<file path="config.mk">
export PLATFORM = sky130hd
export DESIGN_NAME = rr_dec_arbiter
export DESIGN_NICKNAME = d
export VERILOG_FILES = /design/src/rtl/rr_dec_pkg.sv /design/src/rtl/onehot_dec4x16.sv /design/src/rtl/rr_dec_arbiter.sv
export SDC_FILE = /design/constraint.sdc
export NUM_CORES = 1
export LEC_CHECK = 0
export BUFFER_PORTS_ARGS = -buffer_cell sky130_fd_sc_hd__clkbuf_2
export CORE_AREA = 3 3 92 94
export DETAILED_ROUTE_END_ITERATION = 16
export DIE_AREA = 0 0 95 97
export GPL_TIMING_DRIVEN = 0
export PLACE_DENSITY = 0.65
export SYNTH_ARGS = -nofsm -noshare
export SYNTH_HDL_FRONTEND = slang
export SYNTH_SLANG_ARGS = --single-unit
</file>
<file path="constraint.sdc">
create_clock -name clk -period 6.85 [get_ports clk]
set_clock_uncertainty 0.15 [all_clocks]
set_input_delay 1.37 -clock clk [delete_from_list [all_inputs] [get_ports clk]]
set_output_delay 1.37 -clock clk [all_outputs]
set_load 0.05 [all_outputs]
</file>
<file path="src/rtl/rr_dec_pkg.sv">
// Shared constants and state type for the 16-way round-robin decoded arbiter.
// Optional hold timeout in rr_dec_arbiter is enabled by RR_DEC_ARBITER_TIMEOUT_EN.
package rr_dec_pkg;

    localparam int unsigned N_REQ = 16;
    localparam int unsigned IDX_W = 4;

    typedef enum logic {
        IDLE  = 1'b0,
        GRANT = 1'b1
    } state_e;

endpackage

</file>
<file path="src/rtl/onehot_dec4x16.sv">
// Enabled 4-to-16 one-hot decoder; output is all zero while en is low.
// Part of rr_dec_arbiter (optional timeout macro RR_DEC_ARBITER_TIMEOUT_EN does not affect it).
module onehot_dec4x16 (
    input  logic        en,
    input  logic [3:0]  sel,
    output logic [15:0] y
);

    always_comb begin
        y = '0;
        if (en) begin
            y[sel] = 1'b1;
        end
    end

endmodule

</file>
<file path="src/rtl/rr_dec_arbiter.sv">
// 16-requester round-robin arbiter with registered winner index and one-hot decoded grant.
// Define RR_DEC_ARBITER_TIMEOUT_EN to bound each grant to HOLD_MAX cycles.
//
//   state | meaning
//   IDLE  | no grant; arbitrate from ptr on any request
//   GRANT | gnt_idx owns the resource until done, request drop or timeout
module rr_dec_arbiter
    import rr_dec_pkg::*;
#(
    parameter int unsigned HOLD_MAX = 64
) (
    input  logic             clk,
    input  logic             rst_n,
    input  logic [N_REQ-1:0] req_i,
    input  logic             done_i,
    output logic [N_REQ-1:0] gnt_o,
    output logic [IDX_W-1:0] gnt_idx_o,
    output logic             gnt_valid_o,
    output logic             timeout_o
);

    if (HOLD_MAX < 1 || HOLD_MAX > 65535) begin : g_hold_range_check
        $error("rr_dec_arbiter: HOLD_MAX must be in 1..65535");
    end

    state_e           state_q, state_d;
    logic [IDX_W-1:0] ptr_q, ptr_d;
    logic [IDX_W-1:0] idx_q, idx_d;

    logic [IDX_W-1:0] pick;
    logic [IDX_W-1:0] cand;
    logic             any_req;
    logic             release_req;

`ifdef RR_DEC_ARBITER_TIMEOUT_EN
    localparam logic [15:0] HOLD_LAST = 16'(HOLD_MAX - 1);
    logic [15:0] hold_q, hold_d;
    logic        timeout_q, timeout_d;
`endif

    // Rotating priority: first set request at ptr, ptr+1, ... wrapping through 15 to 0.
    always_comb begin
        pick    = '0;
        cand    = '0;
        any_req = 1'b0;
        for (int i = 0; i < N_REQ; i++) begin
            cand = ptr_q + IDX_W'(i);
            if (!any_req && req_i[cand]) begin
                pick    = cand;
                any_req = 1'b1;
            end
        end
    end

    assign release_req = done_i || !req_i[idx_q];

    always_comb begin
        state_d = state_q;
        ptr_d   = ptr_q;
        idx_d   = idx_q;
`ifdef RR_DEC_ARBITER_TIMEOUT_EN
        hold_d    = hold_q;
        timeout_d = 1'b0;
`endif
        case (state_q)
            IDLE: begin
                if (any_req) begin
                    idx_d   = pick;
                    state_d = GRANT;
`ifdef RR_DEC_ARBITER_TIMEOUT_EN
                    hold_d  = '0;
`endif
                end
            end
            GRANT: begin
                if (release_req) begin
                    state_d = IDLE;
                    ptr_d   = idx_q + 1'b1;
                end
`ifdef RR_DEC_ARBITER_TIMEOUT_EN
                // A normal release on the same cycle wins, so timeout only fires here.
                else if (hold_q == HOLD_LAST) begin
                    state_d   = IDLE;
                    ptr_d     = idx_q + 1'b1;
                    timeout_d = 1'b1;
                end else begin
                    hold_d = hold_q + 16'd1;
                end
`endif
            end
            default: state_d = IDLE;
        endcase
    end

    always_ff @(posedge clk or negedge rst_n) begin
        if (!rst_n) begin
            state_q <= IDLE;
            ptr_q   <= '0;
            idx_q   <= '0;
        end else begin
            state_q <= state_d;
            ptr_q   <= ptr_d;
            idx_q   <= idx_d;
        end
    end

`ifdef RR_DEC_ARBITER_TIMEOUT_EN
    always_ff @(posedge clk or negedge rst_n) begin
        if (!rst_n) begin
            hold_q    <= '0;
            timeout_q <= 1'b0;
        end else begin
            hold_q    <= hold_d;
            timeout_q <= timeout_d;
        end
    end

    assign timeout_o = timeout_q;
`else
    assign timeout_o = 1'b0;
`endif

    assign gnt_valid_o = (state_q == GRANT);
    assign gnt_idx_o   = idx_q;

    onehot_dec4x16 u_dec (
        .en  (gnt_valid_o),
        .sel (idx_q),
        .y   (gnt_o)
    );

endmodule

</file>
==> impl_results.md, run 1 <==
* WL final at 9820 µm
* Grt ovf at 0
* IO Pins at 41
* WL per Instance at 19.6 µm
* Synth area leader: mux4_2
* Placed inst area at 0.00335 mm²
* RSZ-0062 raised after global routing: false
* Height of the die at 97 µm
* Die width at 95 µm
* Largest cells by area after synthesis: mux4_2, mux2i_1, dfrtp_1, ha_1, nor2_1
* Slew Limit Fails at 0
* FF+latch count, synth at 9
* Critical Path Fanout Max at 10
* Largest net degree at the start of global routing at 11
* Min-Delay Path Depth at 2
* Top-count cell post-synth: nor2_1
* Number of antenna violations at the first check in global routing at 0
* CP Launch Type: flip-flop
* Multi-input logic area at 0.00259 mm²
* Worst-path clk slew at 40 ps
* Hold_sp: gnt_valid_o
* Inserted Diodes at 0
* Hold_ws at 613 ps
* Critical path class: flip-flop to flip-flop
* Total GRT Usage at 21.0%
* # DRC at 0
* Crit end category: flip-flop
* Tcrit/Tclk final at 74.0%
* Design area at 0.00340 mm²
* Setup Buffers After CTS at 0
* Post-synth top area share at 21.5%
* Initial DRC count at 314
* Full die area at 0.00922 mm²
* Main synth FF type: dfrtp_1
* Syn Inst Count at 356
* Status: finished, final reports clean
* MaxCap Viol Count at 0
* Final count of hold timing violations at 0
* First-pass GRT wire length at 15300 µm
* Via-to-Cell Ratio at 6.31
* Least-Margin Pin Slew at 752 ps
* CTS tree: built
* FMAX at 197 MHz
* H-tree levels at 1
* Clk buf depth at 2
* R2r startpoint: ptr_q[1]
* Cell Rows at 32
* Synth Warn # at 0
* RR Endpoint: gnt_idx_o[2]
* Fin Setup TNS at 0 ps
* Seq/Total Area, Yosys at 7.43%
* Final-report setup violation count at 0
* Core area at 0.00773 mm²
* Worst skew pair latency at 230 ps
* Clk root buf: clkbuf_8
* Syn Nets at 386
* Number of flops mapped to enable cells by yosys at 0
* Number of global-route vias before repair at 2823
* Worst R2R Path Depth at 14
* Netlist cell types at 70
* Fraction of layout cells with a size suffix above 1 at 26.8%
* Cell area after synthesis at 0.00303 mm²
* RD Place Congestion at 0.944
* Worst reg-to-reg setup slack at 1780 ps
* Fillers at 786
* Post-CTS Resized at 0
* Post-CTS Hold Buffers at 0
* Reg area at 225 µm²
* Worst Hold End: gnt_valid_o
* Most frequent cells after synthesis: nor2_1, mux4_2, mux2i_1, nand2_1, inv_1
* Worst Setup SP: ptr_q[1]
* Min-Delay Path Class: flip-flop to flip-flop
* Final nets at 430
* Async S/R FF share, synth at 100%
* Arr. time, crit path at 5020 ps
* Avg Inst Size Synth at 8.52 µm²
* DP HPWL at 8000 µm
* Antenna Nets Post-Route at 0
* Via count at 3163
* Min Tclk post-route at 5070 ps
* First-pass detailed-route iteration total at 7
* Area delta synth->final at 12.1%
* Slew Limit Headroom at 49.5%
* IO Port Bufs at 39
* Initial Utilization at 39.2%
* Clock buffer count from CTS at 3
* Critical path required time at 6800 ps
* Clk sinks at 9
==> worst max-delay path by stage <==
stage | to | cells after the start
6_report | gnt_idx_o[2] | 14
5_1_grt | gnt_idx_o[0] | 14
4_1_cts | gnt_idx_o[1] | 13
3_5_place_dp | gnt_idx_o[1] | 13
3_3_place_gp | gnt_idx_o[2] | 14
2_1_floorplan | gnt_idx_o[2] | 14
==> final cells by class <==
cell class | instances | area share, %
Multi-Input combinational cell | 301 | 76.3
Sequential cell | 9 | 6.62
Timing Repair Buffer | 39 | 5.74
Tap cell | 102 | 3.75
Buffer | 23 | 3.72
Inverter | 23 | 2.54
Clock buffer | 4 | 1.32
==> cells by family after synthesis <==
logic type,Yosys count,synth area share (%)
buf+inv,46,7.02
compound gates,81,18.3
simple gates,122,21.3
xor+xnor,14,4.04
other cells,1,0.124
mux,72,37.2
flops,9,7.43
fa+ha+maj,11,4.54
==> stage by stage <==
step           setup slack, ps  instances  util, %
3_3_place_gp              1820        497     43.4
5_1_grt                   1460        501     44.0
6_report                  1780        501     44.0
3_5_place_dp              1790        497     43.4
4_1_cts                   1760        501     44.0
2_1_floorplan             2820        356        -
==> metal layers <==
layer | track usage [%] | part of all wire (%)
met2 | 34.8 | 48
met3 | 1.09 | 7.6
met1 | 29.7 | 42
met5 | 0 | 0
met4 | 5.22 | 2.4
==> registers in the layout (all words and copies together), names as in the netlist <==
name / cells
gnt_idx_o: 4
gnt_valid_o: 1
ptr_q: 4
==> placed cells by master, fill, tap and decap left out, drive strengths merged, types with 3 or more instances in the layout <==
master   n
xnor2    8
a21oi   12
o22ai    5
nand2   26
a31oi    5
a21boi   3
xor2     6
nor2b    4
nor3b    3
clkbuf  52
dfrtp    9
o21ai   20
nand2b   6
nand3   13
o211ai   7
nor4     5
ha      11
nor2    31
o21a     3
nand4    4
mux2    18
and2     5
mux2i   25
mux4    29
inv     23
buf     14
nor3    14
==> critical path, cell delays in order, from the launching register on <==
cell and delay [ps]:
dfrtp_1 520, buf_1 530, inv_1 370, ha_1 370
buf_2 190, buf_2 310, mux4_2 420, mux2i_1 430
mux2i_1 220, or3_4 470, nor3_4 280, and2_4 230
a32oi_1 110, nor4_1 210, o22ai_1 110
Power of run 1 is left out: the tool's default activity adds up to more than one toggle a clock period on the data nets, which glitch-free logic cannot reach.
==> inputs of run 2 (changes only) <==
Clock period 6.85 ns to 5.07 ns, I/O delays scaled along.
==> impl_results.md, run 2 (synthesis results as in run 1) <==
* Via-to-Cell Ratio at 6.31 (unchanged)
* Final-report setup violation count at 0 (unchanged)
* Height of the die at 97 µm (unchanged)
* RSZ-0062 raised after global routing: false
* Area delta synth->final at 12.2% (about the same)
* Full die area at 0.00922 mm² (unchanged)
* Core area at 0.00773 mm² (unchanged)
* WL per Instance at 19.6 µm (unchanged)
* H-tree levels at 1 (unchanged)
* Commonest non-fill, non-tap cell in the layout: clkbuf_2
* Clk buf depth at 2 (unchanged)
* Slew Limit Headroom at 49.5% (unchanged)
* Die width at 95 µm (unchanged)
* Antenna Nets Post-Route at 0 (unchanged)
* Tcrit/Tclk final at 93.3% (+19 points)
* Total GRT Usage at 21.0% (unchanged)
* Least-Margin Pin Slew at 752 ps (unchanged)
* FMAX at 211 MHz (+7.1%)
* Clock buffer count from CTS at 3 (unchanged)
* Via count at 3163 (unchanged)
* Clk root buf: clkbuf_8
* Worst-path clk slew at 40 ps (about the same)
* Final nets at 430 (unchanged)
* Fraction of layout cells with a size suffix above 1 at 27.1% (+0.25 points)
* Critical Path Fanout Max at 10 (unchanged)
* Number of global-route vias before repair at 2823 (unchanged)
* Final count of hold timing violations at 0 (unchanged)
* Initial Utilization at 39.2% (unchanged)
* CTS tree: built
* WL final at 9820 µm (unchanged)
* Status: finished, final reports clean
* Number of antenna violations at the first check in global routing at 0 (unchanged)
* Min-Delay Path Class: input port to asynchronous set/reset pin
* Min Tclk post-route at 4730 ps (-337 ps)
* RD Place Congestion at 0.944 (unchanged)
* CP Launch Type: flip-flop
* Initial DRC count at 314 (unchanged)
* First-pass detailed-route iteration total at 7 (unchanged)
* Worst reg-to-reg setup slack at 340 ps (-1440 ps)
* Cell Rows at 32 (unchanged)
* IO Port Bufs at 39 (unchanged)
* Inserted Diodes at 0 (unchanged)
* Largest net degree at the start of global routing at 11 (unchanged)
* Fin Setup TNS at 0 ps (unchanged)
* IO Pins at 41 (unchanged)
* Critical path required time at 5020 ps (-1780 ps)
* Setup Buffers After CTS at 0 (unchanged)
* Arr. time, crit path at 4680 ps (-340 ps)
* Commonest non-fill, non-tap cells in the layout: clkbuf_2, nor2_1, mux4_2, nand2_1, mux2i_1
* Clk sinks at 9 (unchanged)
* Grt ovf at 0 (unchanged)
* Worst skew pair latency at 230 ps (about the same)
* # DRC at 0 (unchanged)
* Critical path class: flip-flop to flip-flop
* MaxCap Viol Count at 0 (unchanged)
* First-pass GRT wire length at 15300 µm (unchanged)
* Crit end category: flip-flop
* DP HPWL at 8000 µm (unchanged)
* Slew Limit Fails at 0 (unchanged)
* Fillers at 785 (-0.13%)
## run 2: final cells by class
cell class | count | area [µm²] | share of cell area (%)
inverters | 23 | 86.3 | 2.54
clock buffers | 4 | 45.0 | 1.32
well taps | 102 | 128 | 3.75
repair buffers | 39 | 195 | 5.74
multi-input cells | 301 | 2590 | 76.3
plain buffers | 23 | 128 | 3.75
flip-flops and latches | 9 | 225 | 6.62
## run 2: path summary, 6_finish.rpt
kind	endpoint	cells after the start	start
max reg2reg	gnt_idx_o[2]	14	ptr_q[1]
min reg2reg	gnt_valid_o	2	gnt_valid_o
max	gnt_idx_o[2]	14	ptr_q[1]
min in group clk	gnt_valid_o	2	gnt_valid_o
max in group asynchronous	gnt_idx_o[2]	1	rst_n
min	gnt_valid_o	1	rst_n
## run 2: timing repair
| action | in CTS | in global routing |
|---|---|---|
| gates resized for setup | 1 | 0 |
| endpoints found under the setup margin | 1 | 0 |
| hold buffers | 0 | 0 |
## run 2: critical path, cell delays in order (launching register included)
cell,delay (ps)
dfrtp_1,520
buf_2,340
inv_1,250
ha_1,340
buf_2,190
buf_2,310
mux4_2,420
mux2i_1,430
mux2i_1,220
or3_4,470
nor3_4,280
and2_4,230
a32oi_1,110
nor4_1,210
o22ai_1,110
## run 2: routing by layer
layer / GRT usage (%) / vias up / share of wire (%)
li1: - / 1448 / -
met1: 29.7 / 1506 / 42
met2: 34.8 / 185 / 48
met3: 1.09 / 24 / 7.6
met4: 5.22 / 0 / 2.4
met5: 0 / - / 0
## run 2: per-stage QoR
| step | area [µm²] | hold slack, ps | instances | setup WS [ps] | util [%] |
|---|---|---|---|---|---|
| floorplan | 3030 | 568 | 356 | 1040 | - |
| CTS | 3400 | 496 | 501 | 334 | 44.0 |
| global route | 3400 | 498 | 501 | 52.1 | 44.0 |
| global placement | 3350 | 592 | 497 | 36.5 | 43.4 |
| detailed placement | 3350 | 614 | 497 | 6.35 | 43.4 |
| finish | 3400 | 487 | 501 | 338 | 44.0 |
Power of run 2 is left out for the same reason.
==> inputs of run 3 (changes only) <==
Settings changed: BUFFER_PORTS_ARGS -buffer_cell sky130_fd_sc_hd__clkbuf_2 to unset, CTS_CLUSTER_SIZE set to 14, DONT_BUFFER_PORTS set to 1, PLACE_DENSITY 0.65 to 0.61.
==> impl_results.md, run 3 (synthesis results as in run 1) <==
* Fin Setup TNS at 0 ps (unchanged)
* Total GRT Usage at 21.2% (+0.21 points)
* GR peak layer: met2
* RSZ-0062 raised after global routing: false
* Post-CTS Hold Buffers at 0 (unchanged)
* Crit end category: flip-flop
* Commonest non-fill, non-tap cell in the layout: nor2_1
* Met1 usage at 30.6% (+0.87 points)
* Commonest non-fill, non-tap cells in the layout: nor2_1, mux4_2, nand2_1, mux2i_1, inv_1
* Clock buffer count from CTS at 3 (unchanged)
* Critical path required time at 5030 ps (about the same)
* IO Port Bufs at 0 (-100%)
* Initial DRC count at 230 (-27%)
* CP peak stage delay at 520 ps (about the same)
* Fillers at 800 (+1.9%)
* Min-Delay Path Class: input port to asynchronous set/reset pin
* Tcrit/Tclk final at 92.9% (-0.46 points)
* # DRC at 0 (unchanged)
* Min Tclk post-route at 4710 ps (-23.4 ps)
* CP top delay family: buffers and inverters
* Worst skew pair latency at 240 ps (about the same)
* Height of the die at 97 µm (unchanged)
* First-pass GRT wire length at 15400 µm (+0.86%)
* Final count of hold timing violations at 0 (unchanged)
* Hold_ws at 316 ps (-171 ps)
* CP Launch Type: flip-flop
* Clk buf depth at 2 (unchanged)
* CP max stage cell: dfrtp_1
* Critical path class: flip-flop to flip-flop
* Status: finished, final reports clean
* DP HPWL at 7890 µm (-1.5%)
* MaxCap Viol Count at 0 (unchanged)
* Final nets at 391 (-9.1%)
* Via count at 3018 (-4.6%)
* Slew Limit Fails at 0 (unchanged)
* Least-Margin Pin Slew at 1440 ps (+684 ps)
* Initial Utilization at 39.2% (unchanged)
* Crit path buffers/inverters at 4 (unchanged)
* Grt met2 use at 33.3% (-1.5 points)
* Arr. time, crit path at 4670 ps (about the same)
* Inserted Diodes at 0 (unchanged)
* First-pass detailed-route iteration total at 6 (-1)
* Worst-path clk slew at 50 ps (about the same)
* Clk root buf: clkbuf_8
* Cell Rows at 32 (unchanged)
* CTS tree: built
* Die width at 95 µm (unchanged)
* RD Place Congestion at 0.957 (+1.4%)
* Fraction of layout cells with a size suffix above 1 at 19.4% (-7.6 points)
* Full die area at 0.00922 mm² (unchanged)
* FMAX at 212 MHz (+0.50%)
* Core area at 0.00773 mm² (unchanged)
* IO Pins at 41 (unchanged)
* WL per Instance at 21.0 µm (+7.2%)
* Slew Limit Headroom at 3.55% (-46 points)
* H-tree levels at 1 (unchanged)
* Via-to-Cell Ratio at 6.53 (+3.5%)
* Worst-path cell chain: clkbuf_2 -> inv_1 -> ha_1 -> buf_2 -> buf_2 -> mux4_2 -> mux2i_1 -> mux2i_1 -> or3_4 -> nor4_4 -> nor2b_1 -> o211ai_1 -> o2bb2ai_1
* Grt ovf at 0 (unchanged)
* WL final at 9710 µm (-1.1%)
* GRT met3 Usage at 2.26% (+1.2 points)
* Number of global-route vias before repair at 2865 (+1.5%)
* Clk sinks at 9 (unchanged)
* Area delta synth->final at 5.90%
* Setup Buffers After CTS at 0 (unchanged)
* Largest net degree at the start of global routing at 11 (unchanged)
* Critical Path Fanout Max at 10 (unchanged)
* Final-report setup violation count at 0 (unchanged)
* Number of antenna violations at the first check in global routing at 0 (unchanged)
* Antenna Nets Post-Route at 0 (unchanged)
==> run 3: changes by cell type in the layout (fill, tap and decap cells not counted) <==
cell and change:
buf_2 -1, clkbuf_2 -38, nor3_1 -1, nor3_2 +1
==> run 3: stage by stage <==
step | setup slack [ps] | area (µm²) | util (%) | instances
floorplan | 1040 | 3030 | - | 356
global placement | 95.1 | 3160 | 40.9 | 458
detailed placement | 74.0 | 3160 | 40.9 | 458
CTS | 46.3 | 3200 | 41.5 | 462
global route | 37.9 | 3210 | 41.5 | 462
finish | 361 | 3210 | 41.5 | 462
==> run 3: what timing repair did <==
action,CTS,global route
setup endpoints to repair,0,4
gates resized for setup,0,1
hold endpoints to repair,0,0
==> run 3: worst register-to-register path, stage by stage (launching register included) <==
cell       delay [ps]
dfrtp_1           520
clkbuf_2          360
inv_1             280
ha_1              340
buf_2             190
buf_2             290
mux4_2            410
mux2i_1           390
mux2i_1           210
or3_4             460
nor4_4            460
nor2b_1           200
o211ai_1          150
o2bb2ai_1         160
==> run 3: layer usage <==
| metal | share of wire, % | up-vias | wire length (µm) |
|---|---|---|---|
| met2 | 46 | 171 | 4480 |
| met1 | 43 | 1457 | 4160 |
| met4 | 2.2 | 0 | 209 |
| li1 | - | 1371 | - |
| met3 | 9.0 | 19 | 871 |
| met5 | 0 | - | 0 |
==> run 3: layout make-up <==
class | instances | area (µm²) | area share [%]
Clock buffer | 4 | 45.0 | 1.40
Sequential cell | 9 | 225 | 7.01
Tap cell | 102 | 128 | 3.98
Buffer | 23 | 128 | 3.98
Multi-Input combinational cell | 301 | 2600 | 80.9
Inverter | 23 | 86.3 | 2.69
==> run 3: final timing paths <==
path                            slack (ps)  depth (start not counted)      endpoint   startpoint
min in group clk                       860                          2   gnt_valid_o  gnt_valid_o
max in group asynchronous             4380                          0  gnt_idx_o[1]        rst_n
worst max-delay path                   360                         13  gnt_idx_o[1]     ptr_q[1]
worst min register to register         860                          2   gnt_valid_o  gnt_valid_o
worst min-delay path                   320                          0   gnt_valid_o        rst_n
worst max register to register         360                         13  gnt_idx_o[1]     ptr_q[1]
Power of run 3 is left out for the same reason.
